**config.mk**
```make
export PLATFORM = sky130hd
export DESIGN_NAME = uart_tx_arbiter
export DESIGN_NICKNAME = d
export VERILOG_FILES = /design/src/rtl/uart_tx_arbiter.sv
export SDC_FILE = /design/constraint.sdc
export NUM_CORES = 1
export LEC_CHECK = 0
export BUFFER_PORTS_ARGS = -buffer_cell sky130_fd_sc_hd__buf_2
export CAP_MARGIN = 25
export CORE_ASPECT_RATIO = 0.5
export CORE_MARGIN = 2
export CORE_UTILIZATION = 45
export CTS_BUF_LIST = sky130_fd_sc_hd__clkbuf_16
export DETAILED_ROUTE_END_ITERATION = 8
export PLACE_DENSITY = 0.68
export SYNTH_ARGS = -nofsm -noshare
export SYNTH_HDL_FRONTEND = slang
export SYNTH_SLANG_ARGS = --single-unit
```
**constraint.sdc**
```tcl
create_clock -name clk -period 3.5 [get_ports clk]
set_input_delay 0.525 -clock clk [delete_from_list [all_inputs] [get_ports clk]]
set_output_delay 0.525 -clock clk [all_outputs]
set_load 0.005 [all_outputs]
```
**src/rtl/uart_tx_arbiter.sv**
```systemverilog
// Round-robin scheduler sharing one UART transmitter between N_REQ byte producers.
// One byte per grant: accept, launch, wait for tx_done (or watchdog abort), rotate priority.
module uart_tx_arbiter #(
   parameter int N_REQ          = 4,
   parameter int DATA_WIDTH     = 8,
   parameter int TIMEOUT_CYCLES = 200000
) (
   input  logic                        clk,
   input  logic                        arst_n,
   input  logic [N_REQ-1:0]            req_valid,
   input  logic [N_REQ*DATA_WIDTH-1:0] req_data,
   output logic [N_REQ-1:0]            req_ready,
   output logic [DATA_WIDTH-1:0]       tx_data,
   output logic                        tx_start,
   input  logic                        tx_done,
   output logic                        busy,
   output logic [$clog2(N_REQ)-1:0]    grant_id,
   output logic                        tx_timeout
);

   localparam int GW   = $clog2(N_REQ);
   localparam bit WD_EN = (TIMEOUT_CYCLES > 0);
   localparam int WD_W = WD_EN ? $clog2(TIMEOUT_CYCLES + 1) : 1;
   localparam logic [WD_W-1:0] WD_LAST = WD_EN ? WD_W'(TIMEOUT_CYCLES - 1) : '0;

   typedef enum logic [1:0] {
      ST_IDLE   = 2'd0,
      ST_LAUNCH = 2'd1,
      ST_WAIT   = 2'd2
   } state_t;

   state_t                  state_r, state_nx_s;
   logic [GW-1:0]           last_grant_r, last_grant_nx_s;
   logic [GW-1:0]           grant_id_r, grant_id_nx_s;
   logic [DATA_WIDTH-1:0]   tx_data_r, tx_data_nx_s;
   logic                    tx_start_r, tx_start_nx_s;
   logic                    busy_r, busy_nx_s;
   logic [WD_W-1:0]         wd_r, wd_nx_s;
   logic                    run_r;
   logic                    found_s;
   logic [GW-1:0]           winner_s;
   logic [DATA_WIDTH-1:0]   win_data_s;
   logic [N_REQ-1:0]        req_ready_s;
   logic                    tx_timeout_s;
   logic [DATA_WIDTH-1:0]   slot_s [N_REQ];

   for (genvar g = 0; g < N_REQ; g++) begin : g_slot
      assign slot_s[g] = req_data[g*DATA_WIDTH +: DATA_WIDTH];
   end

   // Rotating priority search: scanning from the far end keeps the nearest hit after last_grant.
   always_comb begin : arb_search
      logic [GW-1:0] idx;
      idx      = '0;
      found_s  = 1'b0;
      winner_s = '0;
      for (int k = N_REQ; k >= 1; k--) begin
         idx = GW'((int'(last_grant_r) + k) % N_REQ);
         if (req_valid[idx]) begin
            found_s  = 1'b1;
            winner_s = idx;
         end else begin
            found_s  = found_s;
         end
      end
   end

   assign win_data_s = slot_s[winner_s];

   // Next-state and datapath decode for the IDLE/LAUNCH/WAIT sequence.
   always_comb begin
      state_nx_s      = state_r;
      last_grant_nx_s = last_grant_r;
      grant_id_nx_s   = grant_id_r;
      tx_data_nx_s    = tx_data_r;
      tx_start_nx_s   = 1'b0;
      busy_nx_s       = busy_r;
      wd_nx_s         = wd_r;
      req_ready_s     = '0;
      tx_timeout_s    = 1'b0;
      case (state_r)
         ST_IDLE: begin
            // run_r keeps req_ready low while reset is asserted even if producers are valid
            if (run_r && found_s) begin
               req_ready_s[winner_s] = 1'b1;
               tx_data_nx_s  = win_data_s;
               grant_id_nx_s = winner_s;
               tx_start_nx_s = 1'b1;
               busy_nx_s     = 1'b1;
               state_nx_s    = ST_LAUNCH;
            end else begin
               state_nx_s    = ST_IDLE;
            end
         end
         ST_LAUNCH: begin
            wd_nx_s    = '0;
            state_nx_s = ST_WAIT;
         end
         ST_WAIT: begin
            if (tx_done) begin
               last_grant_nx_s = grant_id_r;
               busy_nx_s       = 1'b0;
               state_nx_s      = ST_IDLE;
            end else if (WD_EN && (wd_r == WD_LAST)) begin
               tx_timeout_s    = 1'b1;
               last_grant_nx_s = grant_id_r;
               busy_nx_s       = 1'b0;
               state_nx_s      = ST_IDLE;
            end else if (WD_EN) begin
               wd_nx_s         = wd_r + 1'b1;
            end else begin
               wd_nx_s         = wd_r;
            end
         end
         default: begin
            busy_nx_s  = 1'b0;
            state_nx_s = ST_IDLE;
         end
      endcase
   end

   // State and registered outputs.
   always_ff @(posedge clk or negedge arst_n) begin
      if (!arst_n) begin
         state_r      <= ST_IDLE;
         last_grant_r <= GW'(N_REQ - 1);
         grant_id_r   <= '0;
         tx_data_r    <= '0;
         tx_start_r   <= 1'b0;
         busy_r       <= 1'b0;
         wd_r         <= '0;
         run_r        <= 1'b0;
      end else begin
         state_r      <= state_nx_s;
         last_grant_r <= last_grant_nx_s;
         grant_id_r   <= grant_id_nx_s;
         tx_data_r    <= tx_data_nx_s;
         tx_start_r   <= tx_start_nx_s;
         busy_r       <= busy_nx_s;
         wd_r         <= wd_nx_s;
         run_r        <= 1'b1;
      end
   end

   assign req_ready  = req_ready_s;
   assign tx_data    = tx_data_r;
   assign tx_start   = tx_start_r;
   assign busy       = busy_r;
   assign grant_id   = grant_id_r;
   assign tx_timeout = tx_timeout_s;

endmodule
```
Word level (Yosys, flattened, before mapping)
Index checks and enable logic that the tools add are counted.
- bits in registers: 35
- input port bits: 39
- output and inout bits: 17
- add/subtract/negate cells: 5
- order comparisons: 7
- equality and inequality tests: 7
- muxes and demuxes: 41
- bitwise logic cells: 2
- reduce and logical (&&, ||, !) cells: 9
- operators with widths (operator ; number):
    two-way mux 18 bit ; 2
    one-hot mux 18 bit (2 select lines) ; 1
    adder 18 x 1 -> 18 bit (second input constant) ; 1
    == test 18 bit (second input constant) ; 1
    two-way mux 1 bit ; 18
    binary-select mux 8 bit (select 2 bit) ; 1
    two-way mux 2 bit ; 8
    two-way mux 8 bit ; 2
    less-than comparator 2 x 3 -> 1 bit (second input constant) ; 5
    binary-select mux 1 bit (select 2 bit) ; 4
    two-way mux 4 bit ; 2
    != test 2 bit (second input constant) ; 3
    one-hot mux 2 bit (3 select lines) ; 1
    AND reduction 3 bit ; 2
    adder 2 x 1 -> 2 bit (second input constant) ; 2
    adder 2 bit (second input constant) ; 2
    AND reduction 2 bit ; 2
    nonzero test 2 bit ; 2
    >= comparator 3 bit (second input constant) ; 1
    != test 3 bit (second input constant) ; 1
    inverter 2 -> 3 bit ; 1
    one-hot mux 1 bit (3 select lines) ; 1
    demux 1 bit (select 2 bit) ; 1
    == test 2 x 1 -> 1 bit (second input constant) ; 1
    other kinds (5) ; 6

Depth between registers and ports, before layout
Gate-level depths: netlist of the first run.
- depth after elaboration: 13
- mapped depth: 7
- gate-level depth less buffers: 6

Worst setup path before layout of the first run
No wires, ideal clock.
- kind: input to output
- start point: input req_valid[0]
- end point: output req_ready[3]
- data arrival time: 1.560 ns
- data required time: 2.975 ns
- setup slack: 1.415 ns
- stages: 6
- buffers on the path: 1
- cell sequence: or4_1 -> nand2_1 -> inv_2 -> buf_2 -> nand2_1 -> nor2b_1
- longest elaborated chain between the ends: 12
- RTL lines (item ; RTL line ; RTL):
    start, declared ; 10 ; input logic [N_REQ-1:0] req_valid,
    binary-select mux 1 bit (select 2 bit) ; 59 ; if (req_valid[idx]) begin
    two-way mux 1 bit (implied by the code) ; 59 ;
    two-way mux 2 bit (4 in series) ; 59 ;
    less-than comparator 2 x 3 -> 1 bit (implied by the code) / >= comparator 2 x 1 -> 1 bit (equally long branches) ; 85 ; req_ready_s[winner_s] = 1'b1;
    logical AND 1 bit (implied by the code) ; 85 ;
    two-way mux 1 bit (implied by the code) ; 85 ;
    demux 1 bit (select 2 bit) ; 85 ;
    two-way mux 4 bit * ; 84 ; if (run_r && found_s) begin
    two-way mux 4 bit * ; 81 ; case (state_r)
    end, declared ; 12 ; output logic [N_REQ-1:0] req_ready,
Every way passes the cells marked *; elsewhere a longest branch is shown, timed or not. The select of a mux whose other input is x is not followed.

Final worst setup path of the first run
- start point: input req_valid[0]
- end point: output req_ready[2]
The elaborated chain is that of the path after synthesis.

==> impl_results.md, run 1 <==
* Critical Path Source Type: input port
* Sum Neg Setup Slack at 0 ps
* Vias per Instance at 5.43
* Pleak at 1.20 nW
* Clock root buffer: clkbuf_16
* GRT overflow at 0
* Initial core utilization at 46.4%
* Fraction of registers with async set/reset at 100%
* Largest net degree at the start of global routing at 36
* Setup Buffers After CTS at 0
* Endpoint class of the critical path: output port
* I/O pins at 56
* Mapped Cells at 206
* EDFF count, synth at 0
* Tightest Pin Transition at 781 ps
* Status: complete, no violations
* Worst Path Max Fanout at 21
* Critical path required time at 2970 ps
* Hold/Removal Path Class: in2async
* Maximum vdd drop at 0.000308 V
* Layout cells sized above 1 at 32.3%
* Initial antenna violation count at 0
* IO Port Bufs at 55
* RSZ-0062 raised after global routing: false
* Register bit total from synthesis at 35
* RePlAce Congestion at 0.822
* Die Y at 51.3 um
* Worst-path clk slew at 50 ps
* Fin area at 2520 um2
* NumNets Final at 302
* CTS tree: done
* Ranking of synthesized cells by area: dfrtp_1, mux2i_1, nand2_1, nand3_1, mux2_2
* CP arrival at 2250 ps
* Vias in the first global route at 1,614
* Skew-Pair Late Insertion Delay at 280 ps
* Largest area contributor in the netlist: dfrtp_1
* Tot GR Track Use at 18.1%
* FP Rows at 17
* Reg-to-Reg End: tx_data[2]$_DFFE_PN0P_
* Area grow syn2layout at 25.4%
* CTS Buffer Depth at 2
* Syn nets at 246
* Post-DP Area at 2330 um2
* Total Routed Length at 4.23 mm
* Setup slack, reg-to-reg at 1520 ps
* R2R depth at 6
* Filler cells at 396
* First-pass GRT wire length at 7.24 mm
* Die width at 98.6 um
* Share of the synthesized area in the top cell type at 41.0%
* Pwr Density at 649 nW/um2
* CTS Hold Bufs at 0
* Avg Cell Area, Syn at 9.77 um2
* Peak Freq at 0.360 GHz
* Die ar. at 5050 um2
* # Max-Cap Violations at 0
* Worst rel slew slack at 47.9%
* Skew final at 4.64 ps
* R2R Path Start: last_grant_r[1]$_DFFE_PN1P_
* Netlist cell types at 46
* Core area at 4340 um2
* Drt first pass iters at 4
* Final critical-path share of the clock period at 79.4%
* Ys Warns at 0
* Synth Cell Area at 2010 um2
* Routed Antenna Nets at 0
* Post_cts resized at 0
* CTS H-tree lvls at 2
* Power Total at 1.64 mW
* Min Tclk post-route at 2780 ps
* Inserted Clock Buffers at 5
* Ys flop type: dfrtp_1
* Routed WL per cell at 13.2 um
* Detailed Place HPWL at 3.13 mm
* Initial DRC Count at 63
* Residual DRC at 0
* Ant. Diodes at 0
* Final core utilization at 58.2%
* Clock sink total at 35
* Via count at 1,739
* Seq/Total Area, Yosys at 43.7%
* CP startpoint: req_valid[0]
* Final setup fails at 0
* Final hold vios at 0
* WS Path Type: in2out
* Max-slew violations at 0
* Setup crit end: req_ready[2]
==> layout by cell type, fill, tap and decap left out, drive strengths merged, types with 2 or more instances in the layout <==
cell,synthesis,final
nand4,3,3
xnor2,3,3
clkbuf,2,5
mux2i,16,16
nor4,2,2
a21oi,2,2
a31oi,2,2
bufinv,0,2
nand3,27,27
dfstp,2,2
o211ai,9,9
nor2,7,7
nor3b,2,2
buf,6,57
and3,5,5
nor2b,4,4
dfrtp,33,33
nand2,37,37
o21ai,7,7
o31ai,2,2
or3,3,3
inv,3,4
nor3,2,2
nand2b,3,3
mux2,10,10
==> stage by stage <==
step | instances | hold slack [ps] | worst slack [ps]
detailed placement | 312 | 486 | 719
finish | 320 | 329 | 720
floorplan | 206 | 229 | 1410
CTS | 320 | 356 | 712
global placement | 312 | 479 | 814
global route | 320 | 402 | 520
==> worst min path at each step <==
stage | start | endpoint | slack, ps | depth (start not counted)
after floorplan | arst_n | busy$_DFFE_PN0P_ | 230 | 0
after global placement | busy$_DFFE_PN0P_ | busy$_DFFE_PN0P_ | 480 | 1
after detailed placement | busy$_DFFE_PN0P_ | busy$_DFFE_PN0P_ | 490 | 1
after CTS | arst_n | tx_data[7]$_DFFE_PN0P_ | 360 | 1
after global routing | arst_n | tx_data[4]$_DFFE_PN0P_ | 400 | 1
final | arst_n | tx_data[7]$_DFFE_PN0P_ | 330 | 1
==> area by class of cell <==
class / count / area, um2 / area share [%]
multi-input combinational: 160 / 1080 / 42.9
timing repair buffer: 57 / 290 / 11.5
sequential: 35 / 878 / 34.8
clock inverter: 3 / 63.8 / 2.53
inverter: 3 / 11.3 / 0.446
clock buffer: 5 / 125 / 4.96
tap: 57 / 71.3 / 2.83
==> power breakdown <==
part           switching, mW  internal [mW]
Sequential            0.0716          0.509
Clock                  0.158          0.405
Combinational          0.266          0.228
Total                  0.495           1.14
==> state kept, by name, indices dropped and copies added (netlist names) <==
signal and flops:
last_grant_r 2, tx_data 8, run_r 1, wd_r 18, busy 1, tx_start 1
state_r 2, grant_id 2
==> synth_stat cells, drive strengths merged, types with 3 or more instances <==
cell type,number
nand2,37
dfrtp,33
nand3,27
mux2i,16
mux2,10
o211ai,9
nor2,7
o21ai,7
buf,6
and3,5
nor2b,4
inv,3
nand2b,3
nand4,3
or3,3
xnor2,3
==> cell families (layout without fill, tap and decap cells) <==
| kind of cell | after synthesis | after routing | synth area share, % |
|---|---|---|---|
| AND/OR/NAND/NOR | 102 | 102 | 28.0 |
| buffers and inverters | 11 | 68 | 2.67 |
| AO/OA/AOI/OAI | 27 | 27 | 10.0 |
| flip-flops | 35 | 35 | 43.7 |
| adder cells (fa/ha/maj) | 1 | 1 | 0.622 |
| XOR/XNOR | 3 | 3 | 1.31 |
| multiplexers | 26 | 26 | 13.6 |
| other | 1 | 1 | 0.186 |
==> metal layers <==
metal  GRT usage, %  part of all wire (%)
met5              0                     0
met4           7.31                   1.3
met3           3.69                   4.7
met2           30.4                    48
met1           23.4                    46
==> worst max-delay path, cell delays in order <==
cell and delay (ps):
buf_2 110, or4_1 530, nand2_1 370, inv_2 250, nand2_1 260, nor2_1 60, buf_2 140
Power figures use the tool's default switching activity.
==> run 2, diff against run 1 <==
Clock period 3.5 ns to 2.68 ns, I/O delays scaled along.
==> impl_results.md, run 2 (synthesis gave the netlist of run 1 again) <==
* I/O pins at 56
* Vias in the first global route at 1,771
* Commonest cells after routing, fill and taps aside: buf_2, nand2_1, dfrtp_1, nand3_1, mux2i_1
* Post_cts resized at 0
* Clock sink total at 35
* Detailed Place HPWL at 3.33 mm
* CTS Hold Bufs at 0
* Area grow syn2layout at 24.9%
* Inserted Clock Buffers at 5
* Skew final at 3.42 ps
* Filler cells at 406
* Max-slew violations at 0
* Final hold vios at 0
* Peak Freq at 0.415 GHz
* Critical-path cell list: nor2b_1 -> o31a_1 -> nand2_1 -> nor2b_1 -> buf_2
* FF+latch area at 878 um2
* RePlAce Congestion at 0.835
* Most Frequent Cell on Critical Path: nor2b_1
* Ant. Diodes at 0
* Via count at 1,739
* Hold/Removal Path Class: in2async
* FP Rows at 17
* Endpoint class of the critical path: output port
* Most flop-heavy register: wd_r
* # Max-Cap Violations at 0
* Largest net degree at the start of global routing at 36
* Worst rel slew slack at 47.0%
* Die width at 98.6 um
* Drt first pass iters at 4
* Post-Layout Cell Count at 322
* R2R Path Start: last_grant_r[1]$_DFFE_PN1P_
* Worst stage delay on the critical path at 540 ps
* Power Total at 2.07 mW
* Initial core utilization at 46.4%
* Layout cells sized above 1 at 32.8%
* Tightest Pin Transition at 795 ps
* Initial antenna violation count at 0
* Worst Path Max Fanout at 9
* Core area at 4340 um2
* CP startpoint: last_grant_r[0]$_DFFE_PN1P_
* First-pass GRT wire length at 8.02 mm
* CTS Buffer Depth at 2
* Maximum vdd drop at 0.000411 V
* Post-DP Area at 2350 um2
* Final critical-path share of the clock period at 90.0%
* Routed WL per cell at 14.4 um
* Critical Path Source Type: register
* Multi-input logic area at 1080 um2
* WS Path Type: reg2out
* Worst-path clk slew at 50 ps
* IO Port Bufs at 55
* Fin area at 2510 um2
* Setup Buffers After CTS at 0
* Number of flip-flops under the largest register name at 18
* Min Tclk post-route at 2410 ps
* Tot GR Track Use at 19.8%
* Die Y at 51.3 um
* Routed Antenna Nets at 0
* Max stage delay cell, worst path: dfstp_2
* Initial DRC Count at 63
* Placed Cells at 314
* Final setup fails at 0
* CP arrival at 2010 ps
* Vias per Instance at 5.40
* Skew-Pair Late Insertion Delay at 270 ps
* NumNets Final at 304
* Pleak at 1.20 nW
* Status: complete, no violations
* CTS H-tree lvls at 2
* Die ar. at 5050 um2
* Total Routed Length at 4.64 mm
* Clock root buffer: clkbuf_16
* Most common cell after layout, fill and taps aside: buf_2
* Residual DRC at 0
* RSZ-0062 raised after global routing: false
* CTS tree: done
* Final core utilization at 57.9%
* Sum Neg Setup Slack at 0 ps
* Pwr Density at 825 nW/um2
* GRT overflow at 0
* Critical path required time at 2280 ps
run 2: cell count changes in the layout (fill, tap and decap cells not counted), sizes merged:
cell    delta
buf        +2
bufinv     -1
clkinv     +2
inv        -1
run 2: final cells by class:
class / count / share of cell area [%]
repair buffers: 59 / 12.1
well taps: 57 / 2.84
inverters: 3 / 0.448
clock buffers: 5 / 4.98
flip-flops and latches: 35 / 34.9
multi-input cells: 160 / 43.1
clock inverters: 3 / 1.54
run 2: worst paths after layout:
kind | to | slack (ps) | depth (start not counted)
setup reg to reg | tx_data[6]$_DFFE_PN0P_ | 560 | 6
hold reg to reg | wd_r[2]$_DFFE_PN0P_ | 500 | 1
setup / recovery | req_ready[3] | 270 | 5
hold / removal | tx_data[4]$_DFFE_PN0P_ | 210 | 1
max in group asynchronous | wd_r[10]$_DFFE_PN0P_ | 1960 | 1
min in group clk | tx_data[0]$_DFFE_PN0P_ | 440 | 3
run 2: metal layers:
metal	routed length, um	vias to the layer above	track usage, %
met3	206	2	4.24
met5	0	-	0
met4	10	0	3.20
met2	2310	42	36.3
met1	2120	835	25.0
li1	-	860	-
run 2: report_power, final:
group	internal (mW)	switching [mW]
clock	0.433	0.211
combinational	0.312	0.362
sequential	0.665	0.0916
total	1.41	0.665
run 2: worst max-delay path: cells and delay by family, from the launching register on:
family / cells / cell delay [ps]
compound gates: 1 / 390
buf+inv: 1 / 120
flops: 1 / 540
simple gates: 3 / 670
run 2: per-stage QoR:
step           setup WS, ps  hold slack (ps)
2_1_floorplan           841              106
3_3_place_gp            567              481
3_5_place_dp            544              492
4_1_cts                 260              243
5_1_grt                75.5              269
6_report                269              210
==> run 3, diff against run 2 <==
--- a/constraint.sdc
+++ b/constraint.sdc
@@ -3,2 +3,2 @@
 set_output_delay 0.402 -clock clk [all_outputs]
-set_load 0.005 [all_outputs]
+set_load 0.05 [all_outputs]
==> impl_results.md, run 3 (synthesis gave the netlist of run 1 again) <==
* Critical path required time at 2280 ps
* NumNets Final at 304
* Filler cells at 407
* Die width at 98.6 um
* Post-Layout Cell Count at 322
* Pint at 1.31 mW
* Final critical-path share of the clock period at 93.1%
* Initial antenna violation count at 0
* Status: complete, no violations
* CP arrival at 2090 ps
* IO Port Bufs at 55
* Endpoint class of the critical path: output port
* Largest net degree at the start of global routing at 36
* Pwr Density at 922 nW/um2
* First-pass GRT wire length at 7.56 mm
* Skew-Pair Late Insertion Delay at 280 ps
* Tightest Pin Transition at 777 ps
* Met2 wire len at 2.20 mm
* Clock root buffer: clkbuf_16
* GRT overflow at 0
* Min Tclk post-route at 2500 ps
* Commonest cells after routing, fill and taps aside: buf_2, nand2_1, dfrtp_1, nand3_1, mux2i_1
* Final hold vios at 0
* Vias in the first global route at 1,692
* Setup slack, reg-to-reg at 640 ps
* Initial core utilization at 46.4%
* Routed WL per cell at 13.7 um
* RSZ-0062 raised after global routing: false
* R2R depth at 6
* Die ar. at 5050 um2
* DR top layer: met4
* Worst stage delay on the critical path at 540 ps
* Switching Share at 42.7%
* Sw power at 0.980 mW
* Die Y at 51.3 um
* Pleak at 1.20 nW
* CTS Hold Bufs at 0
* Detailed Place HPWL at 3.27 mm
* Core area at 4340 um2
* Peak Freq at 0.401 GHz
* Most flop-heavy register: wd_r
* CTS H-tree lvls at 2
* CP startpoint: last_grant_r[0]$_DFFE_PN1P_
* Clk pwr share at 23.4%
* RePlAce Congestion at 0.830
* Number of flip-flops under the largest register name at 18
* M1 WL at 2.00 mm
* Vias per Instance at 5.42
* Critical-path cell list: and3b_1 -> o31ai_4 -> nand2_1 -> nor2b_1 -> buf_2
* Critical Path Source Type: register
* Final setup fails at 0
* # Max-Cap Violations at 0
* Comb pwr share at 43.5%
* Worst Path Max Fanout at 9
* R2R Path Start: last_grant_r[1]$_DFFE_PN1P_
* FP Rows at 17
* Tot GR Track Use at 19.0%
* Residual DRC at 0
* Total Routed Length at 4.42 mm
* Initial DRC Count at 51
* Sequential power share at 33.1%
* Maximum vdd drop at 0.000503 V
* Clock sink total at 35
* Inserted Clock Buffers at 5
* Area grow syn2layout at 23.6%
* Max-slew violations at 0
* WS Path Type: reg2out
* Post_cts resized at 0
* Ant. Diodes at 0
* Via count at 1,744
* Max stage delay cell, worst path: dfstp_2
* Placed Cells at 314
* Worst-path clk slew at 50 ps
* Most common cell after layout, fill and taps aside: buf_2
* Skew final at 3.90 ps
* Drt first pass iters at 4
* I/O pins at 56
* Reg-to-Reg End: tx_data[7]$_DFFE_PN0P_
* Worst rel slew slack at 48.2%
* Met3 Routed Length at 176 um
* Layout cells sized above 1 at 32.1%
* Sum Neg Setup Slack at 0 ps
* CTS Buffer Depth at 2
* Hold/Removal Path Class: in2async
* CTS tree: done
* Setup Buffers After CTS at 0
* Routed Antenna Nets at 0
## run 3: how the worst max path moves through the flow
stage | depth (start not counted) | to | slack [ps]
after floorplan | 4 | req_ready[1] | 300
after global placement | 7 | req_ready[2] | 500
after detailed placement | 7 | req_ready[3] | 460
after CTS | 5 | req_ready[1] | 160
after global routing | 5 | req_ready[1] | 40
final | 5 | req_ready[1] | 180
## run 3: power by group through the flow
stage          Sequential [mW]  Combinational (mW)  Clock [mW]
6_report                 0.759               0.997       0.537
5_1_grt                  0.779                1.08       0.571
4_1_cts                  0.759                1.01       0.546
3_5_place_dp             0.764                1.01           0
3_3_place_gp             0.759               0.992           0
2_1_floorplan             1.04               0.475           0
## run 3: cell type report
class	count	area, um2	area share, %
Timing Repair Buffer	59	305	12.3
Inverter	3	11.3	0.453
Multi-Input combinational cell	160	1080	43.6
Tap cell	57	71.3	2.87
Sequential cell	35	878	35.3
Clock inverter	3	11.3	0.453
Clock buffer	5	125	5.03
## run 3: per-layer routing
layer	GRT usage [%]	up-vias
li1	-	860
met1	22.8	837
met2	34.5	41
met3	4.65	6
met4	5.71	0
met5	0	-
## run 3: metrics by stage
stage	utilization (%)	power, mW	area [um2]	hold WS, ps	setup slack (ps)
3_5_place_dp	54.2	1.77	2350	475	464
2_1_floorplan	-	1.52	2010	106	303
3_3_place_gp	54.2	1.75	2350	479	495
4_1_cts	57.3	2.31	2490	237	165
6_report	57.3	2.29	2490	201	184
5_1_grt	57.3	2.43	2490	289	38.2
## run 3: critical path, delay by kind of cell, from the launching register on
kind	cells	cell delay, ps
simple gates	3	600
flops	1	540
compound gates	1	410
buf+inv	1	260
